==> src/rtl/adder78_ctrl_pkg.sv <==
// Shared types and helpers for the adder78 sharing controller.
package adder78_ctrl_pkg;

  typedef enum logic [1:0] {IDLE, EXEC, RESP} state_t;

  localparam int unsigned WIDTH = 78;

  typedef logic [WIDTH-1:0] word_t;

  function automatic logic parity(input word_t w);
    return ^w;
  endfunction

endpackage

==> src/rtl/duplicated_carry_select_adder_78.sv <==
// 78-bit carry-select adder with a duplicated, inverted-rail sum and
// carry-based parity prediction for concurrent error detection.
module duplicated_carry_select_adder_78 (
  input  logic [77:0] a,
  input  logic [77:0] b,
  input  logic        pa,
  input  logic        pb,
  output logic [77:0] s,
  output logic [77:0] s_invert,
  output logic        papb,
  output logic        pab
);

  localparam int unsigned BLK  = 13;
  localparam int unsigned NBLK = 6;

  function automatic logic [77:0] cs_add(input logic [77:0] x, input logic [77:0] y);
    logic [77:0]  r;
    logic         c;
    logic [BLK:0] s0;
    logic [BLK:0] s1;
    r = '0;
    c = 1'b0;
    for (int unsigned i = 0; i < NBLK; i++) begin
      s0 = {1'b0, x[i*BLK +: BLK]} + {1'b0, y[i*BLK +: BLK]};
      s1 = {1'b0, x[i*BLK +: BLK]} + {1'b0, y[i*BLK +: BLK]} + (BLK+1)'(1);
      r[i*BLK +: BLK] = c ? s1[BLK-1:0] : s0[BLK-1:0];
      c = c ? s1[BLK] : s0[BLK];
    end
    return r;
  endfunction

  logic [77:0] s_dup;
  logic [77:0] c_vec;

  assign s        = cs_add(a, b);
  assign s_dup    = cs_add(a, b);
  assign s_invert = ~s_dup;
  // Carries recovered from the duplicate rail predict the parity of the primary sum.
  assign c_vec    = a ^ b ^ s_dup;
  assign papb     = pa ^ pb ^ (^c_vec);
  assign pab      = ^s;

endmodule

==> src/rtl/rr_arbiter.sv <==
// Round-robin arbiter: one-hot grant searching upward from pointer, with wrap.
module rr_arbiter #(
  parameter  int unsigned N  = 2,
  localparam int unsigned IW = (N > 1) ? $clog2(N) : 1
) (
  input  logic [N-1:0]  req,
  input  logic [IW-1:0] pointer,
  output logic [N-1:0]  grant,
  output logic [IW-1:0] index
);

  always_comb begin
    int unsigned c;
    logic        found;
    grant = '0;
    index = '0;
    found = 1'b0;
    c     = 0;
    for (int unsigned k = 0; k < N; k++) begin
      c = 32'(pointer) + k;
      if (c >= N) c = c - N;
      if (!found && req[c]) begin
        grant[c] = 1'b1;
        index    = IW'(c);
        found    = 1'b1;
      end
    end
  end

endmodule

==> src/rtl/adder78_share_ctrl.sv <==
// Round-robin sequencer sharing one checked 78-bit adder between requesters.
// Optional ADDER78_FAULT_INJ_EN adds a fault_inj port that flips sum bit 0 in EXEC.
module adder78_share_ctrl #(
  parameter int unsigned WIDTH     = adder78_ctrl_pkg::WIDTH,
  parameter int unsigned N_REQ     = 2,
  parameter int unsigned MAX_RETRY = 2,
  parameter int unsigned ERRW      = 16
) (
  input  logic                       clk,
  input  logic                       rst,
  input  logic [N_REQ-1:0]           req_valid,
  output logic [N_REQ-1:0]           req_ready,
  input  logic [N_REQ*WIDTH-1:0]     req_a,
  input  logic [N_REQ*WIDTH-1:0]     req_b,
  output logic                       rsp_valid,
  input  logic                       rsp_ready,
  output logic [$clog2(N_REQ)-1:0]   rsp_id,
  output logic [WIDTH-1:0]           rsp_sum,
  output logic                       rsp_err,
  output logic [2:0]                 rsp_retries,
  output logic [ERRW-1:0]            fault_cnt,
  output logic                       busy
`ifdef ADDER78_FAULT_INJ_EN
  ,
  input  logic                       fault_inj
`endif
);

  import adder78_ctrl_pkg::*;

  localparam int unsigned IW = $clog2(N_REQ);

  state_t            state;
  logic [IW-1:0]     ptr;
  logic [N_REQ-1:0]  grant;
  logic [IW-1:0]     grant_idx;
  logic [WIDTH-1:0]  win_a;
  logic [WIDTH-1:0]  win_b;
  logic [WIDTH-1:0]  a_q;
  logic [WIDTH-1:0]  b_q;
  logic              pa_q;
  logic              pb_q;
  logic [77:0]       s;
  logic [77:0]       s_invert;
  logic              papb;
  logic              pab;
  logic [WIDTH-1:0]  s_chk;
  logic              ok;
  logic [ERRW-1:0]   fault_cnt_inc;

  rr_arbiter #(.N(N_REQ)) u_arb (
    .req     (req_valid),
    .pointer (ptr),
    .grant   (grant),
    .index   (grant_idx)
  );

  duplicated_carry_select_adder_78 u_add (
    .a        (a_q),
    .b        (b_q),
    .pa       (pa_q),
    .pb       (pb_q),
    .s        (s),
    .s_invert (s_invert),
    .papb     (papb),
    .pab      (pab)
  );

  assign req_ready = (state == IDLE) ? grant : '0;
  assign win_a     = req_a[WIDTH*32'(grant_idx) +: WIDTH];
  assign win_b     = req_b[WIDTH*32'(grant_idx) +: WIDTH];

`ifdef ADDER78_FAULT_INJ_EN
  assign s_chk = s ^ {{(WIDTH-1){1'b0}}, fault_inj};
`else
  assign s_chk = s;
`endif

  assign ok            = (s_chk == ~s_invert) && (papb == pab);
  assign fault_cnt_inc = (fault_cnt == '1) ? fault_cnt : fault_cnt + 1'b1;

  always_ff @(posedge clk) begin
    if (rst) begin
      state       <= IDLE;
      ptr         <= '0;
      a_q         <= '0;
      b_q         <= '0;
      pa_q        <= 1'b0;
      pb_q        <= 1'b0;
      rsp_valid   <= 1'b0;
      rsp_id      <= '0;
      rsp_sum     <= '0;
      rsp_err     <= 1'b0;
      rsp_retries <= '0;
      fault_cnt   <= '0;
      busy        <= 1'b0;
    end else begin
      case (state)
        IDLE: begin
          if (|req_valid) begin
            a_q         <= win_a;
            b_q         <= win_b;
            pa_q        <= parity(word_t'(win_a));
            pb_q        <= parity(word_t'(win_b));
            rsp_id      <= grant_idx;
            ptr         <= (grant_idx == IW'(N_REQ-1)) ? '0 : grant_idx + 1'b1;
            rsp_retries <= '0;
            busy        <= 1'b1;
            state       <= EXEC;
          end
        end
        EXEC: begin
          rsp_sum <= s_chk;
          if (ok) begin
            rsp_err   <= 1'b0;
            rsp_valid <= 1'b1;
            state     <= RESP;
          end else if (rsp_retries < 3'(MAX_RETRY)) begin
            rsp_retries <= rsp_retries + 1'b1;
            fault_cnt   <= fault_cnt_inc;
          end else begin
            fault_cnt <= fault_cnt_inc;
            rsp_err   <= 1'b1;
            rsp_valid <= 1'b1;
            state     <= RESP;
          end
        end
        RESP: begin
          if (rsp_ready) begin
            rsp_valid <= 1'b0;
            busy      <= 1'b0;
            state     <= IDLE;
          end
        end
        default: state <= IDLE;
      endcase
    end
  end

endmodule
==> config.mk <==
export PLATFORM = sky130hd
export DESIGN_NAME = adder78_share_ctrl
export DESIGN_NICKNAME = d
export VERILOG_FILES = /design/src/rtl/adder78_ctrl_pkg.sv /design/src/rtl/duplicated_carry_select_adder_78.sv /design/src/rtl/rr_arbiter.sv /design/src/rtl/adder78_share_ctrl.sv
export SDC_FILE = /design/constraint.sdc
export NUM_CORES = 1
export LEC_CHECK = 0
export BUFFER_PORTS_ARGS = -buffer_cell sky130_fd_sc_hd__buf_4
export CORE_MARGIN = 2
export CORE_UTILIZATION = 42
export DETAILED_ROUTE_END_ITERATION = 12
export PLACE_DENSITY = 0.7
export SYNTH_ARGS = -nofsm -noshare
export SYNTH_HDL_FRONTEND = slang
export SYNTH_SLANG_ARGS = --single-unit
==> constraint.sdc <==
create_clock -name clk -period 7.2 [get_ports clk]
set_clock_uncertainty 0.15 [all_clocks]
set_input_delay 0.36 -clock clk [delete_from_list [all_inputs] [get_ports clk]]
set_output_delay 0.36 -clock clk [all_outputs]
set_load 0.02 [all_outputs]
== Word-level counts from Yosys, hierarchy flattened ==
Index checks and enable logic that the tools add are counted.
W data, S select, Z words.

* Bits in registers: 262
* Input port bits: 317
* Word-level logic and storage cells: 123

* Add/sub/neg operators: 17
* $mul: 1
* Magnitude comparators: 7
* Eq/ne operators: 11
* Shift-type cells: 2
* Muxes and demuxes: 42
* Bitwise gates (word level): 9
* Reductions and logical operators: 21

{| class="wikitable"
|+ Operators by type and width
! kind !! count
|-
| $reduce_xor A78 Y1 || 4
|-
| $shiftx A156 B9 Y78 || 2
|-
| $not A78 Y78 || 2
|-
| $xor A78 B78 Y78 || 2
|-
| $eq A78 B78 Y1 || 1
|-
| $add A13 B13 Y14 || 5
|-
| $mux W13 || 5
|-
| $ge A32 B1 Y1 const B || 2
|-
| $lt A32 B2 Y1 const B || 2
|-
| $mux W32 || 2
|-
| $add A14 B1 Y14 const B || 4
|-
| $ge A32 B2 Y1 const B || 1
|-
| $sub A32 B2 Y32 const B || 1
|-
| $mux W1 || 19
|-
| $add A16 B1 Y16 const B || 1
|-
| $eq A16 B16 Y1 const B || 1
|-
| $mux W2 || 7
|-
| $add A13 B1 Y13 const B || 1
|-
| $add A13 B13 Y13 || 1
|-
| $reduce_and A3 Y1 || 4
|-
| $mux W3 || 3
|-
| $ne A2 B2 Y1 const B || 4
|-
| $mul A6 B1 Y7 const A || 1
|-
| $pmux W2 S3 || 1
|-
| 24 further kinds || 34
|}

== Longest topological paths before layout ==
* Depth after elaboration: 14
* Gate-level depth with buffers: 16

== Hierarchy ==
A second synthesis with hierarchy kept.

* Cell total of the unflattened synthesis: 2622
* Area total of the unflattened synthesis: 21922.3 sq um

{| class="wikitable"
|+ Modules (own cells, without submodules)
! module !! times used !! cells an instance !! area each (sq um) !! sequential area each (sq um)
|-
| adder78_share_ctrl || 1 || 1602 || 14390.1 || 5245.0
|-
| duplicated_carry_select_adder_78 || 1 || 1016 || 7502.2 || 0.0
|-
| rr_arbiter || 1 || 4 || 30.0 || 0.0
|}

== Worst setup path before layout ==
No wires, ideal clock.

* Kind: reg2reg
* Start point: register a_q[13]
* End point: register rsp_sum[73]
* Library setup time: 88 ps
* Arrival: 4334 ps
* Required time: 6962 ps
* Slack: 2628 ps
* Cell stages (with the launch flop): 15
* Path buffers: 0
* Clock period less this slack: 4572 ps
* Cell sequence: dfxtp_1 -> ha_1 -> fa_1 -> a211oi_2 -> nor2_1 -> nor4_4 -> nand3_1 -> nand4bb_1 -> nor4_4 -> mux2i_1 -> mux2i_1 -> mux2_2 -> xnor2_2 -> or4_1 -> a311oi_2

* Cells in the longest elaborated chain, start to end: 7

{| class="wikitable"
|+ Ends and longest elaborated chain
! element !! RTL line !! text
|-
| from (decl) || adder78_share_ctrl.sv:39 || <nowiki>logic [WIDTH-1:0] a_q;</nowiki>
|-
| from (signal assigned) || adder78_share_ctrl.sv:101 || <nowiki>a_q <= win_a;</nowiki>
|-
| $add A13 B13 Y14 * || duplicated_carry_select_adder_78.sv:25, duplicated_carry_select_adder_78.sv:26 ||
|-
| $add A14 B1 Y14 || duplicated_carry_select_adder_78.sv:26 || <nowiki>s1 = {1'b0, x[i*BLK +: BLK]} + {1'b0, y[i*BLK +: BLK]} + (BLK+1)'(1);</nowiki>
|-
| $mux W1 * (4 in series) || duplicated_carry_select_adder_78.sv:28 || <nowiki>c = c ? s1[BLK] : s0[BLK];</nowiki>
|-
| $mux W13 * || duplicated_carry_select_adder_78.sv:27 || <nowiki>r[i*BLK +: BLK] = c ? s1[BLK-1:0] : s0[BLK-1:0];</nowiki>
|-
| to (signal assigned) || adder78_share_ctrl.sv:113 || <nowiki>rsp_sum <= s_chk;</nowiki>
|-
| to (decl) || adder78_share_ctrl.sv:18 || <nowiki>output logic [WIDTH-1:0] rsp_sum,</nowiki>
|}

Every way passes the cells marked *; elsewhere a longest branch is shown, timed or not.
A chain may end at the register's enable or synchronous reset.

== Worst setup path after layout ==
* Start point: register a_q[13]
* End point: register rsp_sum[67]

Same word-level chain as after synthesis.

==> run_results.csv <==
group,metric,value,unit
timing,max_freq,0.185,GHz
clock_tree,clkTransAtPathRegs,0.06,ns
worst_setup_path,endpoint_kind,"flop",
global_route,grt_pass1_wl,97.9,mm
clock_tree,clockBufferDepth,3,
logic_synthesis,synth.top_cell.area_share,27.4,%
route,drcViolationCount,0,
worst_setup_path,critPathMaxFanout,18,
die,core-area,0.0452,sq mm
final_layout,layout_commonest_cell,"buf_4",
clock_tree,clk_latency,0.57,ns
clock_tree,cts_root_buf,"clkbuf_16",
logic_synthesis,synthTopCellsByArea,"dfxtp_1 (27%), xnor2_1 (13%), mux2i_1 (8.7%)",
timing,hold_viol_final,0,
clock_tree,cts_made_buffers,29,
route,wl_per_cell,20.0,um
route,vias,17700,
power,power_leakage,10.5,nW
logic_synthesis,ys_seq_elements,262,
worst_hold_path,whs_endpoint,"a_q[49]$_SDFFE_PP0P_",
timing,tns,0,ns
run_status,outcome,"finished, final reports clean",
logic_synthesis,syn_area_per_cell,8.22,sq um
die,rows,78,
worst_setup_path,required,7.51,ns
worst_setup_path,slowest_delay,0.67,ns
logic_synthesis,synth.distinct_cells,72,
worst_setup_path,r2r-end,"rsp_sum[67]$_SDFFE_PP0P_",
final_layout,drive_gt1_share,18.9,%
timing,setup_viol,0,
worst_setup_path,critPathKind,"flop to flop",
timing,tightest_slew,1.11,ns
power,irDropWorstVdd,0.000486,V
clock_tree,clock-sinks,262,
worst_setup_path,critPathArrivalTime,5.71,ns
logic_synthesis,netlist_instances,2328,
final_layout,syn2layout_area_growth,25.1,%
final_layout,final_cell_mix,"buf_4 (428), nor2_1 (370), xnor2_1 (286), dfxtp_1 (262), a211oi_1 (212)",
global_route,antenna_found_initial,3,
timing,rsz0062_at_grt,"no",
die,die_y,217,um
route,firstDrtPassIters,5,
route,ant_nets,0,
worst_hold_path,hold_path_depth,3,
worst_hold_path,hold_class,"input pin to flop",
placement,gp_congestion,0.913,
timing,slew_headroom,25.3,%
logic_synthesis,seq_area_frac_synth,27.4,%
clock_tree,cts_tree,"built",
die,ioPinCount,420,
final_layout,layout.cells.non_filler,3292,
die,fp.dieW,217,um
clock_tree,cts_setup_buffers,0,
worst_setup_path,worstPathCellList,"ha_1, fa_1, a211oi_2, nor2_1, nor4_4, nand3_1, nand4bb_1, nor4_4, mux2i_1, mux2i_1, mux2_2, xor2_2, a21oi_1, a311o_1",
placement,dp.cells,3216,
placement,hpwl,54.3,mm
die,die-area,0.0473,sq mm
die,start_util,42.4,%
route,routed_wl,65.9,mm
logic_synthesis,synthArstFlopShare,0,%
route,first_iter_violations,1226,
timing,finalCritPeriodShare,74.9,%
logic_synthesis,synth.net_count,2736,
run,max_cap_violations,0,
logic_synthesis,synth_edf_count,0,
global_route,grt_pass1_vias,16900,
logic_synthesis,yosys_most_used_dff,"dfxtp_1",
worst_setup_path,critPathLaunchType,"flop",
clock_tree,cts_resized,0,
worst_setup_path,crit_slowest_cell,"xor2_2",
timing,slew_viol_final,0,
route,via_per_inst,5.38,
logic_synthesis,synth_area_leader_cell,"dfxtp_1",
timing,worst_hold_slack,0.0139,ns
worst_setup_path,r2r-start,"a_q[13]$_SDFFE_PP0P_",
global_route,grt_overflow,0,
timing,finalCriticalPeriod,5.40,ns
logic_synthesis,yosysWarnings,0,
logic_synthesis,synth_area,0.0191,sq mm
worst_setup_path,ff2ff_setup_slack,1.80,ns
power,p_per_area,438,mW/mm^2
global_route,track_usage,26.9,%
clock_tree,htreeDepth,1,
worst_hold_path,hp-start,"req_a[127]",
worst_setup_path,r2r_cells,14,
placement,io_buffers,419,
final_layout,nets,3075,
global_route,grt_max_degree,170,
per-layer routing:
metal  part of all wire [%]  GRT usage [%]  vias to the layer above
li1                       -              -                     8933
met1                     43           34.7                     8088
met2                     45           43.1                      567
met3                    6.9           5.38                      122
met4                    5.0           12.7                        4
met5                  0.041              0                        -
power breakdown:
part | internal, W | total, W | switching [W] | leakage (nW)
Combinational | 0.00278 | 0.00658 | 0.00380 | 7.76
Sequential | 0.00188 | 0.00219 | 0.000305 | 2.17
Clock | 0.00106 | 0.00172 | 0.000655 | 0.531
flip-flops by register name, indices dropped and copies added (netlist names):
register / flops
a_q: 78
b_q: 78
busy: 1
fault_cnt: 16
pa_q: 1
pb_q: 1
ptr: 1
rsp_err: 1
rsp_id: 1
rsp_retries: 3
rsp_sum: 78
rsp_valid: 1
state: 2
per-stage QoR:
stage / worst slack, ns / utilization (%) / power [W] / area, sq um
after floorplan: 2.63 / - / 0.00750 / 19100
after global placement: 2.01 / 50.1 / 0.00862 / 22600
after detailed placement: 1.83 / 50.1 / 0.00875 / 22600
after CTS: 1.81 / 53.0 / 0.0105 / 23900
after global routing: 1.45 / 53.0 / 0.0111 / 23900
final: 1.80 / 53.0 / 0.0105 / 24000
kinds of logic (layout without fill, tap and decap cells):
group                    count (synthesis)  in the layout  synth area share (%)
multiplexers                           168            168                  8.79
XOR/XNOR                               422            422                  19.5
adder cells (fa/ha/maj)                 91             91                  6.18
buffers and inverters                  190            552                  3.90
other                                    0              2                     0
flip-flops                             262            262                  27.4
AO/OA/AOI/OAI                          544            544                  19.1
AND/OR/NAND/NOR                        651            651                  15.2
layout make-up:
type	instances	area (sq um)
Inverter	46	173
Fill cell	4271	21200
Clock buffer	38	830
Timing Repair Buffer	452	3490
Multi-Input combinational cell	1876	13200
Tap cell	600	751
Clock inverter	16	284
Antenna cell	2	5.00
Sequential cell	262	5250
worst max-delay path by stage:
stage               depth (start not counted)                       end                  from  slack, ns
detailed placement                         14  rsp_sum[67]$_SDFFE_PP0P_  a_q[13]$_SDFFE_PP0P_       1.83
global placement                           14  rsp_sum[67]$_SDFFE_PP0P_  a_q[13]$_SDFFE_PP0P_       2.01
global route                               14  rsp_sum[74]$_SDFFE_PP0P_  a_q[13]$_SDFFE_PP0P_       1.45
finish                                     14  rsp_sum[67]$_SDFFE_PP0P_  a_q[13]$_SDFFE_PP0P_       1.80
CTS                                        14  rsp_sum[67]$_SDFFE_PP0P_  a_q[13]$_SDFFE_PP0P_       1.81
floorplan                                  14  rsp_sum[73]$_SDFFE_PP0P_  a_q[13]$_SDFFE_PP0P_       2.63
synth_stat cells (6+ instances only):
cell,instances
a21oi_1,159
fa_1,6
o21bai_1,14
inv_1,46
o211ai_1,7
dfxtp_1,262
or2_2,6
nor3b_1,7
buf_1,21
or3_1,20
a311oi_1,13
nand4_1,23
nor2_1,370
mux2i_1,167
o21a_1,13
clkbuf_1,109
nor4_1,7
and3_1,17
xor2_1,133
nand2b_1,11
ha_1,85
nor3_1,33
nand3_1,32
nand2_1,93
o21ai_0,49
a21o_1,19
buf_2,7
xnor2_1,286
a31oi_1,7
nor2b_1,9
a211oi_1,212
repair_timing:
action                                 4_1_cts  5_1_grt
endpoints found under the hold margin       15        0
setup endpoints to repair                    0        0
hold buffers                                20        0
critical path, delay by kind of cell (launching register included):
kind,cells,cell delay (ns)
AOI/OAI and AO/OA,3,0.82
and+or+nand+nor,5,1.33
DFF,1,0.32
xor gates and xnor gates,1,0.67
adders and majority gates,2,0.68
muxes,3,1.30
Note: power is estimated with default switching activity, not from simulation.
